## src/rtl/pmod_dac_stream.sv

```systemverilog
// Multi-lane serial DAC streamer: frames each channel sample as a 16-bit word and shifts it
// out MSB first on a shared SCLK/NSYNC, with optional continuous retransmit of the last set.
module pmod_dac_stream #(
  parameter int unsigned N_CH    = 2,
  parameter int unsigned DATA_W  = 12,
  parameter int unsigned CLK_DIV = 4,
  parameter int unsigned GAP_CYC = 2
) (
  input  logic                     i_clk,
  input  logic                     i_rst_n,
  input  logic                     i_s_valid,
  output logic                     o_s_ready,
  input  logic [N_CH*DATA_W-1:0]   i_s_data,
  input  logic [1:0]               i_pd_mode,
  input  logic                     i_repeat_en,
  output logic                     o_sclk,
  output logic [N_CH-1:0]          o_sdata,
  output logic                     o_nsync,
  output logic                     o_busy,
  output logic                     o_frame_done
);

  localparam int unsigned DivW = (CLK_DIV > 1) ? $clog2(CLK_DIV) : 1;
  localparam int unsigned GapW = (GAP_CYC > 1) ? $clog2(GAP_CYC) : 1;
  localparam int unsigned Pad  = 12 - DATA_W;

  typedef enum logic [1:0] {StIdle, StShift, StGap} state_e;

  state_e                  r_state, w_state_d;
  logic [DivW-1:0]         r_div, w_div_d;
  logic [4:0]              r_phase, w_phase_d;
  logic [GapW-1:0]         r_gap, w_gap_d;
  logic [N_CH-1:0][15:0]   r_shreg, w_shreg_d;
  logic [N_CH*DATA_W-1:0]  r_hold_data, w_hold_data_d;
  logic [1:0]              r_hold_pd, w_hold_pd_d;
  logic                    r_held, w_held_d;
  logic                    r_sclk, w_sclk_d;
  logic [N_CH-1:0]         r_sdata, w_sdata_d;
  logic                    r_nsync, w_nsync_d;
  logic                    r_busy, w_busy_d;
  logic                    r_done, w_done_d;

  logic                    w_accept, w_repeat;
  logic [N_CH*DATA_W-1:0]  w_src_data;
  logic [1:0]              w_src_pd;

  function automatic logic [15:0] build_frame(input logic [1:0] pd, input logic [DATA_W-1:0] s);
    logic [11:0] just;
    just = 12'(s) << Pad;
    return {2'b00, pd, just};
  endfunction

  // A fresh set always wins over an auto-repeat in the same IDLE cycle.
  assign w_accept   = (r_state == StIdle) && i_s_valid;
  assign w_repeat   = (r_state == StIdle) && !i_s_valid && i_repeat_en && r_held;
  assign w_src_data = w_accept ? i_s_data : r_hold_data;
  assign w_src_pd   = w_accept ? i_pd_mode : r_hold_pd;

  always_comb begin
    w_state_d     = r_state;
    w_div_d       = r_div;
    w_phase_d     = r_phase;
    w_gap_d       = r_gap;
    w_shreg_d     = r_shreg;
    w_hold_data_d = r_hold_data;
    w_hold_pd_d   = r_hold_pd;
    w_held_d      = r_held;
    w_done_d      = 1'b0;
    w_sclk_d      = 1'b1;
    w_nsync_d     = 1'b1;
    w_sdata_d     = '0;

    unique case (r_state)
      StIdle: begin
        if (w_accept) begin
          w_hold_data_d = i_s_data;
          w_hold_pd_d   = i_pd_mode;
          w_held_d      = 1'b1;
        end
        if (w_accept || w_repeat) begin
          w_state_d = StShift;
          w_div_d   = '0;
          w_phase_d = '0;
          for (int c = 0; c < N_CH; c++) begin
            w_shreg_d[c] = build_frame(w_src_pd, w_src_data[c*DATA_W +: DATA_W]);
          end
        end
      end
      StShift: begin
        if (r_div == DivW'(CLK_DIV - 1)) begin
          w_div_d = '0;
          if (r_phase == 5'd31) begin
            w_state_d = StGap;
            w_gap_d   = '0;
          end else begin
            w_phase_d = r_phase + 5'd1;
            // Advance to the next bit only after the falling half of SCLK.
            if (r_phase[0]) begin
              for (int c = 0; c < N_CH; c++) begin
                w_shreg_d[c] = {r_shreg[c][14:0], 1'b0};
              end
            end
          end
        end else begin
          w_div_d = r_div + 1'b1;
        end
      end
      StGap: begin
        if (r_gap == GapW'(GAP_CYC - 1)) begin
          w_state_d = StIdle;
          w_done_d  = 1'b1;
        end else begin
          w_gap_d = r_gap + 1'b1;
        end
      end
      default: w_state_d = StIdle;
    endcase

    if (w_state_d == StShift) begin
      w_nsync_d = 1'b0;
      w_sclk_d  = ~w_phase_d[0];
      for (int c = 0; c < N_CH; c++) begin
        w_sdata_d[c] = w_shreg_d[c][15];
      end
    end
    w_busy_d = (w_state_d != StIdle);
  end

  always_ff @(posedge i_clk) begin
    if (!i_rst_n) begin
      r_state     <= StIdle;
      r_div       <= '0;
      r_phase     <= '0;
      r_gap       <= '0;
      r_shreg     <= '0;
      r_hold_data <= '0;
      r_hold_pd   <= '0;
      r_held      <= 1'b0;
      r_sclk      <= 1'b1;
      r_sdata     <= '0;
      r_nsync     <= 1'b1;
      r_busy      <= 1'b0;
      r_done      <= 1'b0;
    end else begin
      r_state     <= w_state_d;
      r_div       <= w_div_d;
      r_phase     <= w_phase_d;
      r_gap       <= w_gap_d;
      r_shreg     <= w_shreg_d;
      r_hold_data <= w_hold_data_d;
      r_hold_pd   <= w_hold_pd_d;
      r_held      <= w_held_d;
      r_sclk      <= w_sclk_d;
      r_sdata     <= w_sdata_d;
      r_nsync     <= w_nsync_d;
      r_busy      <= w_busy_d;
      r_done      <= w_done_d;
    end
  end

  // Ready must drop in the same cycle reset is asserted, so it is gated by the live reset input.
  assign o_s_ready    = (r_state == StIdle) && i_rst_n;
  assign o_sclk       = r_sclk;
  assign o_sdata      = r_sdata;
  assign o_nsync      = r_nsync;
  assign o_busy       = r_busy;
  assign o_frame_done = r_done;

endmodule

```

## config.mk

```make
export PLATFORM = sky130hd
export DESIGN_NAME = pmod_dac_stream
export DESIGN_NICKNAME = d
export VERILOG_FILES = /design/src/rtl/pmod_dac_stream.sv
export SDC_FILE = /design/constraint.sdc
export NUM_CORES = 1
export LEC_CHECK = 0
export CAP_MARGIN = 10
export CORE_UTILIZATION = 40
export DETAILED_ROUTE_END_ITERATION = 6
export PLACE_DENSITY = 0.59
export SETUP_SLACK_MARGIN = 0.15
export SLEW_MARGIN = 20
export SYNTH_ARGS = -nofsm -noshare
export SYNTH_HDL_FRONTEND = slang
export SYNTH_SLANG_ARGS = --single-unit
```

## constraint.sdc

```tcl
create_clock -name i_clk -period 5.5 [get_ports i_clk]
set_clock_uncertainty 0.2 [all_clocks]
set_input_delay 0.55 -clock i_clk [delete_from_list [all_inputs] [get_ports i_clk]]
set_output_delay 0.55 -clock i_clk [all_outputs]
set_load 0.03 [all_outputs]
```

==> flow_summary.ini, run 1 <==
[status]
status = finished, final reports clean

[layout]
syn2layout_area_growth_pct = 19.78
postLayoutCoreUtil_pct = 50.36
fin_cells = 456
drive_gt1_share_pct = 5.833
layout_common_cells = nand2_1 (84), dfxtp_1 (75), a21oi_1 (37)
final_common_cell = nand2_1
antenna_cells = 0
fin_area_sq_mm = 0.003478
nets = 388

[power]
clockPowerShare_pct = 40.2
switchingPower_uw = 267.7
total_power_uw = 1168
p_sw_share_pct = 22.91
vdd_drop_max_uv = 185.1
powerDensity_mw_per_mm2 = 335.9
p_int_uw = 900.6
power_frac_comb_pct = 9.4
leakagePower_uw = 0.001286
seq_power_share_pct = 50.4

[detailed_routing]
vias = 2357
routed_wl_microns = 5852
drt_first_pass_iters = 4
drtAntennaViolNets = 0
wl_per_cell_microns = 12.83
drt-vias-per-instance = 5.169
drc_errors = 0
drt_iter0_markers = 135

[sta]
rsz0062_at_grt = false
relSlewSlack_pct = 34.05
max_freq_mhz = 312.7
worstMarginPinSlew_ns = 0.9885
min_period_ns = 3.198
maxSlewViolCount = 0
fin_crit_sh_pct = 58.15
setup_viol = 0
tns_ns = 0
hold_viol_final = 0

[grt]
grt_pass1_wl_microns = 9749
grt_pass1_vias = 2134
antenna_found_initial = 0
overflow = 0
grt_max_degree = 70
grt_usage_pct = 16.73

[yosys]
syn_inst = 329
synth-seq-area-share_pct = 51.70
synth_cell_types = 35
async_flop_share_pct = 0
synth_nets = 362
ys.flop_type = dfxtp_1
synthesis.area_sq_mm = 0.002904
yosys_register_bits = 75
ys_warn_count = 0
avgSynthCellArea_sq_um = 8.827
synth-edff-count = 0

[floorplanning]
core_area_sq_mm = 0.006907
start_util_pct = 42.05
num_rows = 30
die_x_microns = 87.21
num_io_pins = 37
die_area_sq_mm = 0.007605
dieHeight_microns = 87.21

[clocking]
cts_tree = done
cts_resized = 0
cts_made_buffers = 9
cts_root_buf = clkbuf_8
hold_buffers = 0
clk_latency_ns = 0.33
cts.sinks = 75
cts_buffer_depth = 2
clk_pin_slew_ns = 0.07
cts_setup_buffers = 0
htree_levels = 3

[place]
hpwl_microns = 3509
post-place-cells = 440
gp_congestion = 0.7324
port_buffers = 36
place_area_sq_mm = 0.003251

[setup_path]
cp.arrival_ns = 2.45
crit_fanout = 69
worst_setup_path_start_kind = primary input
worstPathRequired_ns = 4.75
worstSetupPathType = in -> out
worstSetupEndpointType = output port

[worst_hold_path]
hp-class = reg -> reg

[flow_run]
drv_cap = 0
-- synthesized netlist by cell type, types with 3 or more instances --
master	number	area, sq um
a21oi_1	37	185.2
a22oi_1	29	217.7
a31oi_1	27	168.9
and3_1	4	25.02
buf_2	5	25.02
buf_4	3	22.52
buf_6	6	67.56
clkbuf_1	9	33.78
dfxtp_1	75	1501
ha_1	3	37.54
nand2_1	84	315.3
nand3_1	6	30.03
nor2_1	12	45.04
nor2b_1	3	18.77
nor3_1	3	15.01
-- kinds of logic (layout without fill, tap and decap cells) --
family / count (synthesis) / count (layout) / synth area share (%)
AO/OA/AOI/OAI: 102 / 102 / 22.23
adder cells (fa/ha/maj): 3 / 3 / 1.293
buffers and inverters: 25 / 56 / 5.385
flip-flops: 75 / 75 / 51.70
AND/OR/NAND/NOR: 123 / 123 / 19.04
multiplexers: 1 / 1 / 0.3447
-- routing by layer --
layer	share of wire [%]	vias to the layer above	track usage (%)
li1	-	1219	-
met1	50	1097	20.66
met2	46	35	27.70
met3	3.7	6	5.972
met4	0.89	0	4.471
met5	0	-	0
-- power by group through the flow --
stage | registers (uW) | logic, uW | clock network (uW)
5_1_grt | 592 | 123 | 507
3_5_place_dp | 600 | 111 | 0
6_report | 588 | 110 | 470
3_3_place_gp | 600 | 110 | 0
2_1_floorplan | 598 | 74.6 | 0
4_1_cts | 588 | 111 | 485
-- worst max-delay path: stages --
cell and delay (ns):
clkdlybuf4s50_1 0.55, clkinv_1 0.09, buf_4 0.33, nor3_1 0.21
clkdlybuf4s50_1 0.70
-- layout make-up --
class | instances | area [sq um]
clock buffers | 12 | 155.1
fillers | 685 | 3428
repair buffers | 38 | 375.4
inverters | 2 | 7.507
multi-input cells | 229 | 1246
clock inverters | 4 | 72.57
flip-flops and latches | 75 | 1501
well taps | 96 | 120.1
-- flip-flops by register name, summed over array words and instances (netlist names), 2 cells and up --
name and count:
r_hold_pd 2, r_hold_data 24, r_shreg 32, o_sdata 2, r_state 2, r_phase 5
r_div 2
-- worst paths after layout --
path                                     to  slack, ns  cells past startpoint                      start
hold / removal    r_hold_pd[1]$_SDFFE_PN0N_       0.26                      2  r_hold_pd[1]$_SDFFE_PN0N_
setup reg to reg    r_shreg[5]$_SDFFE_PN0P_       2.69                      7      r_phase[0]$_SDFF_PN0_
setup / recovery                  o_s_ready       2.30                      5                    i_rst_n
hold reg to reg   r_hold_pd[1]$_SDFFE_PN0N_       0.26                      2  r_hold_pd[1]$_SDFFE_PN0N_
-- stage by stage --
stage / hold WS, ns / worst slack [ns]
global route: 0.2726 / 2.146
finish: 0.2563 / 2.302
detailed placement: 0.2472 / 2.286
floorplan: 0.2323 / 3.226
CTS: 0.2587 / 2.273
global placement: 0.2418 / 2.320
Note: power is estimated with default switching activity, not from simulation.
==> run 2: changes to the inputs <==
Settings changed: PLACE_DENSITY 0.59 to 0.61.
Clock period 5.5 ns to 2.8 ns, I/O delays scaled along.
==> run 2 against run 1 <==
Net effect:
- die area unchanged
- critical path depth increased by 4
- non-clock buffer count increased by 8
- combinational power increased by 120%
- global-route usage increased by 0.42 points
- highest routed layer unchanged
==> flow_summary.ini, run 2 (synthesis gave the netlist of run 1 again) <==
[sta]
relSlewSlack_pct = 53.71
worstMarginPinSlew_ns = 0.6944
setup_viol = 0
fin_crit_sh_pct = 88.44
hold_viol_final = 0
max_freq_mhz = 403.8
rsz0062_at_grt = false
maxSlewViolCount = 0
tns_ns = 0
hold_ws_ns = 0.2540
min_period_ns = 2.476

[worst_hold_path]
whs_path_depth = 2
holdCritStartpoint = r_hold_data[13]$_SDFFE_PN0N_
hold_path_end = r_hold_data[13]$_SDFFE_PN0N_
hp-class = reg -> reg

[floorplanning]
start_util_pct = 42.05
num_rows = 30
dieHeight_microns = 87.21
num_io_pins = 37
die_x_microns = 87.21
core_area_sq_mm = 0.006907
die_area_sq_mm = 0.007605

[detailed_routing]
routed_wl_microns = 6028
drt_iter0_markers = 166
drt_first_pass_iters = 4
drt-vias-per-instance = 5.153
drc_errors = 0
drtAntennaViolNets = 0
wl_per_cell_microns = 12.99
vias = 2391

[place]
gp_congestion = 0.7825
place_area_sq_mm = 0.003303
port_buffers = 36
hpwl_microns = 3695

[power]
powerDensity_mw_per_mm2 = 615.1
leakagePower_uw = 0.001321
vdd_drop_max_uv = 306.3

[setup_path]
worst_setup_path_start_kind = flop
cp_cell_sequence = ha_1 > and3_1 > ha_1 > and4bb_2 > a22oi_4 > buf_12 > buf_12 > a22oi_1 > a31oi_1
rrSetupSlack_ns = 0.32
crit_fanout = 16
r2r_end = r_shreg[21]$_SDFFE_PN0P_
regToRegStartpoint = r_phase[0]$_SDFF_PN0_
worstSetupEndpointType = flop
cp.arrival_ns = 2.47
r2r_cells = 9
critical_path_buf_inv_count = 2
cp_slowest_cell = and4bb_2
worstSetupPathType = reg -> reg
max_stage_delay_ns = 0.44
path_delay_family = simple AND/OR/NAND/NOR gates
worstPathRequired_ns = 2.80

[clocking]
cts_buffer_depth = 2
htree_levels = 3
cts_made_buffers = 9
cts_root_buf = clkbuf_8
clk_latency_ns = 0.34
clk_pin_slew_ns = 0.07
cts_tree = done
hold_buffers = 0
cts.sinks = 75

[layout]
final_common_cell = nand2_1
multi_input_area_sq_mm = 0.001254
drive_gt1_share_pct = 8.696
fillCellCount = 668
largest-register = r_shreg
largest_reg_flops = 32
nets = 397
largest_registers = r_shreg x32, r_hold_data x24, r_phase x5
layout_common_cells = nand2_1 (84), dfxtp_1 (75), a21oi_1 (37)
layout.area.seq_sq_mm = 0.001501
syn2layout_area_growth_pct = 21.71
fin_area_sq_mm = 0.003535
antenna_cells = 0

[grt]
met2_usage_pct = 26.27
antenna_found_initial = 0
grt_pass1_wl_microns = 9887
grt_usage_pct = 17.15
overflow = 0
met3_usage_pct = 5.592
grt_use_met1_pct = 22.43
grt-busiest-layer = met2
grt_max_degree = 69
grt_pass1_vias = 2067

[flow_run]
drv_cap = 0

[status]
status = finished, final reports clean
-- run 2: changes by cell type in the layout (fill, tap and decap cells not counted), sizes merged --
cell           change
bufinv             -1
buf                +9
clkdlybuf4s50      -1
clkinv             +3
and2               +1
clkbuf             -3
-- run 2: worst max path at each step --
stage	start	endpoint	slack (ns)	depth (start not counted)
6_report	r_phase[0]$_SDFF_PN0_	r_shreg[21]$_SDFFE_PN0P_	0.32	9
5_1_grt	r_phase[0]$_SDFF_PN0_	r_shreg[21]$_SDFFE_PN0P_	0.18	9
4_1_cts	r_phase[0]$_SDFF_PN0_	r_shreg[21]$_SDFFE_PN0P_	0.20	8
3_5_place_dp	r_phase[0]$_SDFF_PN0_	r_shreg[21]$_SDFFE_PN0P_	0.23	8
3_3_place_gp	r_phase[0]$_SDFF_PN0_	r_shreg[25]$_SDFFE_PN0P_	0.31	8
2_1_floorplan	r_phase[0]$_SDFF_PN0_	r_shreg[10]$_SDFFE_PN0P_	0.61	9
-- run 2: layer usage --
metal	up-vias	part of all wire, %
met5	-	0
met4	0	1.1
met3	5	4.2
met2	46	47
met1	1107	48
li1	1233	-
-- run 2: layout make-up --
type | count | share of cell area (%)
clock buffer | 9 | 3.504
multi-input combinational | 230 | 35.47
sequential | 75 | 42.48
clock inverter | 6 | 1.628
inverter | 2 | 0.2124
tap | 96 | 3.398
timing repair buffer | 46 | 13.31
-- run 2: per-stage QoR --
stage / power (uW) / util (%) / instances / setup slack (ns)
after floorplan: 1321 / - / 329 / 0.6147
after global placement: 1406 / 47.83 / 444 / 0.3141
after detailed placement: 1409 / 47.83 / 444 / 0.2286
after CTS: 2193 / 50.45 / 459 / 0.1964
after global routing: 2272 / 51.18 / 464 / 0.1843
final: 2174 / 51.18 / 464 / 0.3237
-- run 2: what timing repair did --
item / in CTS / in global routing
endpoints found under the setup margin: 0 / 32
endpoints found under the hold margin: 0 / 0
resized for setup: 0 / 1
buffers inserted: 0 / 4
-- run 2: power breakdown --
part           leakage [uW]  internal (uW)  switching, uW
clock             0.0000946            400            377
combinational      0.000613            117            124
sequential         0.000614           1120           32.3
total               0.00132           1640            534
-- run 2: worst register-to-register path, stage by stage, from the launching register on --
cell and delay (ns):
dfxtp_1 0.39, ha_1 0.26, and3_1 0.19, ha_1 0.21
and4bb_2 0.44, a22oi_4 0.09, buf_12 0.17, buf_12 0.14
a22oi_1 0.15, a31oi_1 0.11
